## config.mk

```make
export PLATFORM = sky130hd
export DESIGN_NAME = servisia_sram_arb_flat
export DESIGN_NICKNAME = d
export VERILOG_FILES = /design/src/rtl/servisia_sram_arb_pkg.sv /design/src/rtl/servisia_sram_arb_if.sv /design/src/rtl/servisia_sram_arb_stats.sv /design/src/rtl/servisia_sram_arb.sv /design/src/flat_wrapper.sv
export SDC_FILE = /design/constraint.sdc
export NUM_CORES = 1
export LEC_CHECK = 0
export BUFFER_PORTS_ARGS = -buffer_cell sky130_fd_sc_hd__buf_2
export CORE_UTILIZATION = 28
export CTS_CLUSTER_SIZE = 28
export DETAILED_ROUTE_END_ITERATION = 8
export GPL_ROUTABILITY_DRIVEN = 0
export MAX_ROUTING_LAYER = met4
export PLACE_DENSITY = 0.88
export SLEW_MARGIN = 20
export SYNTH_ARGS = -nofsm -noshare
export SYNTH_HDL_FRONTEND = slang
export SYNTH_SLANG_ARGS = --single-unit
```

## constraint.sdc

```tcl
create_clock -name clk_i -period 1.8 [get_ports clk_i]
set_input_delay 0.09 -clock clk_i [delete_from_list [all_inputs] [get_ports clk_i]]
set_output_delay 0.09 -clock clk_i [all_outputs]
set_load 0.005 [all_outputs]
```

## src/rtl/servisia_sram_arb_pkg.sv

```systemverilog
// Shared constants and FSM encoding for the servisia SRAM arbiter.
// Optional statistics counters are enabled with SERVISIA_SRAM_ARB_STATS_EN.
package servisia_sram_arb_pkg;

   localparam int DW         = 8;
   localparam int AW_DEFAULT = 14;

   typedef enum logic [1:0] {
      HALTED  = 2'd0,
      RELEASE = 2'd1,
      RUN     = 2'd2,
      DRAIN   = 2'd3
   } arb_state_t;

   // RELEASE and DRAIN are single-cycle hand-over states regardless of halt.
   function automatic arb_state_t arb_next(input arb_state_t cur, input logic halt);
      case (cur)
         HALTED:  return halt ? HALTED : RELEASE;
         RELEASE: return RUN;
         RUN:     return halt ? DRAIN : RUN;
         DRAIN:   return HALTED;
         default: return HALTED;
      endcase
   endfunction

endpackage

```

## src/rtl/servisia_sram_arb_if.sv

```systemverilog
// Core, host and SRAM-side signals of the servisia SRAM arbiter.
// Counter outputs exist only when SERVISIA_SRAM_ARB_STATS_EN is defined.
interface servisia_sram_arb_if #(parameter int AW = servisia_sram_arb_pkg::AW_DEFAULT);
   import servisia_sram_arb_pkg::*;

   logic [AW-1:0] core_waddr_i;
   logic [DW-1:0] core_wdata_i;
   logic          core_wen_i;
   logic [AW-1:0] core_raddr_i;
   logic          core_ren_i;
   logic [DW-1:0] core_rdata_o;
   logic          core_rst_o;
   logic          host_req_i;
   logic          host_we_i;
   logic [AW-1:0] host_addr_i;
   logic [DW-1:0] host_wdata_i;
   logic          host_gnt_o;
   logic          host_rvalid_o;
   logic [DW-1:0] host_rdata_o;
   logic          host_halt_i;
   logic          host_halted_o;
   logic [AW-1:0] sram_addr_o;
   logic [DW-1:0] sram_wdata_o;
   logic          sram_write_o;
   logic          sram_read_o;
   logic [DW-1:0] sram_rdata_i;
`ifdef SERVISIA_SRAM_ARB_STATS_EN
   logic [31:0]   host_wait_cnt_o;
   logic [31:0]   host_xfer_cnt_o;
`endif

   // Arbiter side.
   modport slave (
      input  core_waddr_i, core_wdata_i, core_wen_i, core_raddr_i, core_ren_i,
      input  host_req_i, host_we_i, host_addr_i, host_wdata_i, host_halt_i,
      input  sram_rdata_i,
      output core_rdata_o, core_rst_o, host_gnt_o, host_rvalid_o, host_rdata_o,
      output host_halted_o, sram_addr_o, sram_wdata_o, sram_write_o, sram_read_o
`ifdef SERVISIA_SRAM_ARB_STATS_EN
      , output host_wait_cnt_o, host_xfer_cnt_o
`endif
   );

   // Requester / memory environment side.
   modport master (
      output core_waddr_i, core_wdata_i, core_wen_i, core_raddr_i, core_ren_i,
      output host_req_i, host_we_i, host_addr_i, host_wdata_i, host_halt_i,
      output sram_rdata_i,
      input  core_rdata_o, core_rst_o, host_gnt_o, host_rvalid_o, host_rdata_o,
      input  host_halted_o, sram_addr_o, sram_wdata_o, sram_write_o, sram_read_o
`ifdef SERVISIA_SRAM_ARB_STATS_EN
      , input host_wait_cnt_o, host_xfer_cnt_o
`endif
   );

endinterface

```

## src/rtl/servisia_sram_arb_stats.sv

```systemverilog
// Host wait/transfer cycle counters; both wrap at 2^32.
// Instantiated only when SERVISIA_SRAM_ARB_STATS_EN is defined.
module servisia_sram_arb_stats (
   input  logic        clk_i,
   input  logic        rst_i,
   input  logic        host_req_i,
   input  logic        host_gnt_i,
   output logic [31:0] host_wait_cnt_o,
   output logic [31:0] host_xfer_cnt_o
);

   // Count blocked host cycles and issued host accesses.
   always_ff @(posedge clk_i) begin
      if (rst_i) begin
         host_wait_cnt_o <= 32'd0;
         host_xfer_cnt_o <= 32'd0;
      end else begin
         if (host_req_i && !host_gnt_i) begin
            host_wait_cnt_o <= host_wait_cnt_o + 32'd1;
         end
         if (host_gnt_i) begin
            host_xfer_cnt_o <= host_xfer_cnt_o + 32'd1;
         end
      end
   end

endmodule

```

## src/rtl/servisia_sram_arb.sv

```systemverilog
// Shares a single-port byte SRAM between the servisia core (priority) and a host port.
// Define SERVISIA_SRAM_ARB_STATS_EN to add host wait/transfer counters.
module servisia_sram_arb
   import servisia_sram_arb_pkg::*;
#(
   parameter int AW = AW_DEFAULT
) (
   input logic                clk_i,
   input logic                rst_i,
   servisia_sram_arb_if.slave bus
);

   arb_state_t    state;
   arb_state_t    state_nxt;
   logic          core_rst;
   logic          halted;
   logic          rvalid;
   logic          core_act;
   logic          host_gnt;
   logic [AW-1:0] addr;
   logic [DW-1:0] wdata;
   logic          wr;
   logic          rd;

   // Request arbitration and SRAM strobe mux; the core cannot stall, so it always wins.
   always_comb begin
      state_nxt = arb_next(state, bus.host_halt_i);
      core_act  = (state == RUN) && (bus.core_wen_i || bus.core_ren_i);
      host_gnt  = bus.host_req_i && !core_act;
      addr      = '0;
      wdata     = bus.core_wdata_i;
      wr        = 1'b0;
      rd        = 1'b0;
      if (host_gnt) begin
         addr  = bus.host_addr_i;
         wdata = bus.host_wdata_i;
         wr    = bus.host_we_i;
         rd    = !bus.host_we_i;
      end else if (core_act && bus.core_wen_i) begin
         addr = bus.core_waddr_i;
         wr   = 1'b1;
      end else if (core_act) begin
         addr = bus.core_raddr_i;
         rd   = 1'b1;
      end else begin
         addr = '0;
      end
   end

   // Halt/run FSM with registered core reset, halted flag and host read-valid.
   always_ff @(posedge clk_i) begin
      if (rst_i) begin
         state    <= HALTED;
         core_rst <= 1'b1;
         halted   <= 1'b1;
         rvalid   <= 1'b0;
      end else begin
         state    <= state_nxt;
         core_rst <= (state_nxt != RUN);
         halted   <= (state_nxt == HALTED);
         rvalid   <= host_gnt && !bus.host_we_i;
      end
   end

   assign bus.core_rst_o    = core_rst;
   assign bus.host_halted_o = halted;
   assign bus.host_rvalid_o = rvalid;
   assign bus.host_gnt_o    = host_gnt;
   assign bus.sram_addr_o   = addr;
   assign bus.sram_wdata_o  = wdata;
   assign bus.sram_write_o  = wr;
   assign bus.sram_read_o   = rd;
   assign bus.core_rdata_o  = bus.sram_rdata_i;
   assign bus.host_rdata_o  = bus.sram_rdata_i;

`ifdef SERVISIA_SRAM_ARB_STATS_EN
   servisia_sram_arb_stats u_stats (
      .clk_i           (clk_i),
      .rst_i           (rst_i),
      .host_req_i      (bus.host_req_i),
      .host_gnt_i      (host_gnt),
      .host_wait_cnt_o (bus.host_wait_cnt_o),
      .host_xfer_cnt_o (bus.host_xfer_cnt_o)
   );
`endif

endmodule

```

## src/flat_wrapper.sv

```systemverilog
// flat-port wrapper written by rule: the top's interface ports become plain ports
module servisia_sram_arb_flat import servisia_sram_arb_pkg::*;
#(
   parameter int AW = AW_DEFAULT
)
  (clk_i, rst_i, bus_core_waddr_i, bus_core_wdata_i, bus_core_wen_i, bus_core_raddr_i, bus_core_ren_i, bus_host_req_i, bus_host_we_i, bus_host_addr_i, bus_host_wdata_i, bus_host_halt_i, bus_sram_rdata_i, bus_core_rdata_o, bus_core_rst_o, bus_host_gnt_o, bus_host_rvalid_o, bus_host_rdata_o, bus_host_halted_o, bus_sram_addr_o, bus_sram_wdata_o, bus_sram_write_o, bus_sram_read_o);
  servisia_sram_arb_if #(.AW(AW)) bus_i ();
  input logic clk_i;
  input logic rst_i;
  input wire logic [$bits(bus_i.core_waddr_i)-1:0] bus_core_waddr_i;
  input wire logic [$bits(bus_i.core_wdata_i)-1:0] bus_core_wdata_i;
  input wire logic [$bits(bus_i.core_wen_i)-1:0] bus_core_wen_i;
  input wire logic [$bits(bus_i.core_raddr_i)-1:0] bus_core_raddr_i;
  input wire logic [$bits(bus_i.core_ren_i)-1:0] bus_core_ren_i;
  input wire logic [$bits(bus_i.host_req_i)-1:0] bus_host_req_i;
  input wire logic [$bits(bus_i.host_we_i)-1:0] bus_host_we_i;
  input wire logic [$bits(bus_i.host_addr_i)-1:0] bus_host_addr_i;
  input wire logic [$bits(bus_i.host_wdata_i)-1:0] bus_host_wdata_i;
  input wire logic [$bits(bus_i.host_halt_i)-1:0] bus_host_halt_i;
  input wire logic [$bits(bus_i.sram_rdata_i)-1:0] bus_sram_rdata_i;
  output wire logic [$bits(bus_i.core_rdata_o)-1:0] bus_core_rdata_o;
  output wire logic [$bits(bus_i.core_rst_o)-1:0] bus_core_rst_o;
  output wire logic [$bits(bus_i.host_gnt_o)-1:0] bus_host_gnt_o;
  output wire logic [$bits(bus_i.host_rvalid_o)-1:0] bus_host_rvalid_o;
  output wire logic [$bits(bus_i.host_rdata_o)-1:0] bus_host_rdata_o;
  output wire logic [$bits(bus_i.host_halted_o)-1:0] bus_host_halted_o;
  output wire logic [$bits(bus_i.sram_addr_o)-1:0] bus_sram_addr_o;
  output wire logic [$bits(bus_i.sram_wdata_o)-1:0] bus_sram_wdata_o;
  output wire logic [$bits(bus_i.sram_write_o)-1:0] bus_sram_write_o;
  output wire logic [$bits(bus_i.sram_read_o)-1:0] bus_sram_read_o;
  assign bus_i.core_waddr_i = bus_core_waddr_i;
  assign bus_i.core_wdata_i = bus_core_wdata_i;
  assign bus_i.core_wen_i = bus_core_wen_i;
  assign bus_i.core_raddr_i = bus_core_raddr_i;
  assign bus_i.core_ren_i = bus_core_ren_i;
  assign bus_i.host_req_i = bus_host_req_i;
  assign bus_i.host_we_i = bus_host_we_i;
  assign bus_i.host_addr_i = bus_host_addr_i;
  assign bus_i.host_wdata_i = bus_host_wdata_i;
  assign bus_i.host_halt_i = bus_host_halt_i;
  assign bus_i.sram_rdata_i = bus_sram_rdata_i;
  assign bus_core_rdata_o = bus_i.core_rdata_o;
  assign bus_core_rst_o = bus_i.core_rst_o;
  assign bus_host_gnt_o = bus_i.host_gnt_o;
  assign bus_host_rvalid_o = bus_i.host_rvalid_o;
  assign bus_host_rdata_o = bus_i.host_rdata_o;
  assign bus_host_halted_o = bus_i.host_halted_o;
  assign bus_sram_addr_o = bus_i.sram_addr_o;
  assign bus_sram_wdata_o = bus_i.sram_wdata_o;
  assign bus_sram_write_o = bus_i.sram_write_o;
  assign bus_sram_read_o = bus_i.sram_read_o;
  servisia_sram_arb #(.AW(AW)) u_core (.clk_i(clk_i), .rst_i(rst_i), .bus(bus_i));
endmodule
```

==> results.yml <==
yosys:
  syn_inst: 82
  syn-num-nets: 157
  yosys_warnings: 0
  synth_area_per_cell_sq_um: 8.67
  ys_types: 26
  synth_area_sq_um: 711
  ys_seq_area_share_pct: 14.1
  synth_seq_cells: 5
critical_path:
  path_class: "reg -> out"
  startpoint_type: "flop"
  worst-path-buf-inv: 3
  cp_data_arrival_time_ps: 1630
  rrSetupSlack_ps: 610
  slowest_stage: "a221o_2"
  end_kind: "primary output"
  crit_fanout: 14
  critPathTopFamily: "compound AO/OA/AOI/OAI gates"
  cp.required_ps: 1710
  worstPathCellList: "inv_2 -> ha_4 -> buf_6 -> and3b_2 -> a221o_2 -> buf_2"
  slowest_delay_ps: 340
routing:
  detail_route.vias_per_cell: 4.90
  wirelength_um: 2320
  drc: 0
  antenna_left: 0
  drt-initial-drc-count: 6
  wl_per_cell_um: 12.2
  drtPass1Iterations: 2
  vias: 926
die:
  fp.coreArea_sq_um: 2300
  num_rows: 17
  die_y_um: 52.4
  io_pins: 117
  die_area_sq_um: 2740
  die_w_um: 52.4
  initial_utilization_pct: 30.9
grt:
  grt_max_degree: 20
  grt_pass1_wl_um: 3480
  antenna_found_initial: 0
  grt.total_usage_pct: 17.1
  globalRouteOverflowTotal: 0
  grt_pass1_vias: 861
run:
  timing.max_cap.violations: 0
sta:
  tightestPinTransition_ps: 265
  setup_viol: 0
  setup_slack_ps: 78.9
  skew_ps: 4.95
  hold_viol: 0
  rsz0062_at_grt: "false"
  min_period_ps: 1720
  post-route-period-util_pct: 95.6
  max_freq_mhz: 581
  whs_ps: 42.7
  relSlewSlack_pct: 82.3
  drv_slew: 0
power_and_ir_drop:
  irDropWorstVdd_v: 0.000323
  p_leak_nw: 0.671
  p_per_area_nw_per_um2: 471
clocking:
  tritoncts: "yes"
  cts.sinks: 5
  cts-buffers-inserted: 3
  clk_latency_ps: 240
  clock_path_buffers: 2
  clockRootBuffer: "clkbuf_4"
  hold_buffers: 0
  cts_max_level: 1
  clkTransAtPathRegs_ps: 50
cells_and_area:
  num_antenna_cells: 0
  drive_gt1_share_pct: 75.8
  layout.nets: 237
  seqCellArea_sq_um: 100
  fin_area_sq_um: 1130
  area_growth_pct: 59.2
  multi_input_area_sq_um: 458
  nFillCells: 255
place:
  placed_cell_area_sq_um: 1050
  io_buffers: 92
  dp_worst_setup_slack_ps: 82.7
worst_hold_path:
  hold_path.class: "in -> reg"
run_status:
  status: "complete, no violations"
## cells in the mapped netlist, drive strengths merged
| cell type | count | area [sq um] |
|---|---|---|
| and3b | 1 | 8.76 |
| clkbuf | 2 | 7.51 |
| mux2 | 8 | 90.1 |
| a22o | 2 | 17.5 |
| a221o | 13 | 135 |
| and3 | 13 | 88.8 |
| inv | 3 | 11.3 |
| nand3b | 1 | 7.51 |
| o21ai | 2 | 10.0 |
| o21bai | 1 | 7.51 |
| ha | 2 | 25.0 |
| dfxtp | 5 | 100 |
| nand2 | 3 | 11.3 |
| a21oi | 1 | 5.00 |
| buf | 20 | 159 |
| nor2 | 1 | 3.75 |
| nor3 | 1 | 5.00 |
| nand2b | 1 | 6.26 |
| nor2b | 1 | 6.26 |
| nand3 | 1 | 5.00 |
## state kept, by name (all words and copies together), names as in the netlist
name                      count
u_core.state                  2
u_core.bus.core_rst_o         1
u_core.bus.host_halted_o      1
u_core.bus.host_rvalid_o      1
## worst paths after layout
| kind | from | end | cells past startpoint |
|---|---|---|---|
| worst min register to register | u_core.state[0] | u_core.bus.core_rst_o | 4 |
| worst max-delay path | u_core.state[0] | bus_sram_addr_o[0] | 6 |
| worst max register to register | u_core.state[1] | u_core.bus.host_halted_o | 5 |
| worst min-delay path | rst_i | u_core.bus.host_rvalid_o | 2 |
## cells by family (layout without fill, tap and decap cells)
group,count (synthesis),after routing,share of synthesized area (%)
muxes,8,8,12.7
and+or+nand+nor,23,24,20.1
adders and majority gates,2,2,3.52
DFF,5,5,14.1
buffers and inverters,25,103,25.0
AOI/OAI and AO/OA,19,19,24.6
## cell type report
class	instances	share of cell area [%]
Tap cell	28	3.10
Inverter	3	1.22
Clock buffer	4	2.32
Sequential cell	5	8.85
Timing Repair Buffer	96	44.0
Multi-Input combinational cell	53	40.5
## stage by stage
stage	setup TNS, ps	utilization, %	power [mW]	std cells
after global routing	0	49.2	0.579	189
after floorplan	0	-	0.283	82
after global placement	0	45.9	0.388	182
final	0	49.2	0.533	189
after CTS	-13.1	47.8	0.530	187
after detailed placement	0	45.9	0.391	182
## worst reg2reg max path: cells and delay by family, from the launching register on
| family | cells | cell delay, ps |
|---|---|---|
| DFF | 1 | 370 |
| and+or+nand+nor | 2 | 250 |
| AOI/OAI and AO/OA | 1 | 210 |
| adders and majority gates | 1 | 180 |
| buffers and inverters | 1 | 60 |
## report_power, final
| part | total, mW | internal [mW] | switching, mW |
|---|---|---|---|
| combinational | 0.276 | 0.167 | 0.110 |
| clock | 0.130 | 0.0838 | 0.0458 |
| sequential | 0.127 | 0.122 | 0.00459 |
## what timing repair did
item,CTS,global route
gates resized for setup,4,4
setup buffers,0,2
cloned,1,0
setup endpoints to repair,22,22
pin swaps,1,3
## cells in the final DEF, fill, tap and decap left out
cell type and n:
a21oi_1 1, a221o_1 9, a221o_2 4, a22o_1 2, and3_1 7, and3_2 6
and3b_1 1, and3b_2 1, buf_2 92, buf_4 2, buf_6 2, clkbuf_1 1
clkbuf_4 3, dfxtp_1 5, ha_1 1, ha_4 1, inv_1 1, inv_2 1
inv_4 1, mux2_2 8, nand2_1 2, nand2_2 1, nand2b_1 1, nand3_1 1
nand3b_1 1, nor2_1 1, nor2b_1 1, nor3_1 1, o21ai_0 1, o21ai_1 1
o21bai_1 1
## metal layers
metal,global-route usage [%],wire length [um],up-vias
met4,5.70,0,0
met5,-,0,-
li1,-,-,456
met1,17.0,847,413
met2,32.9,1240,57
met3,3.19,229,0
Power figures use the tool's default switching activity.
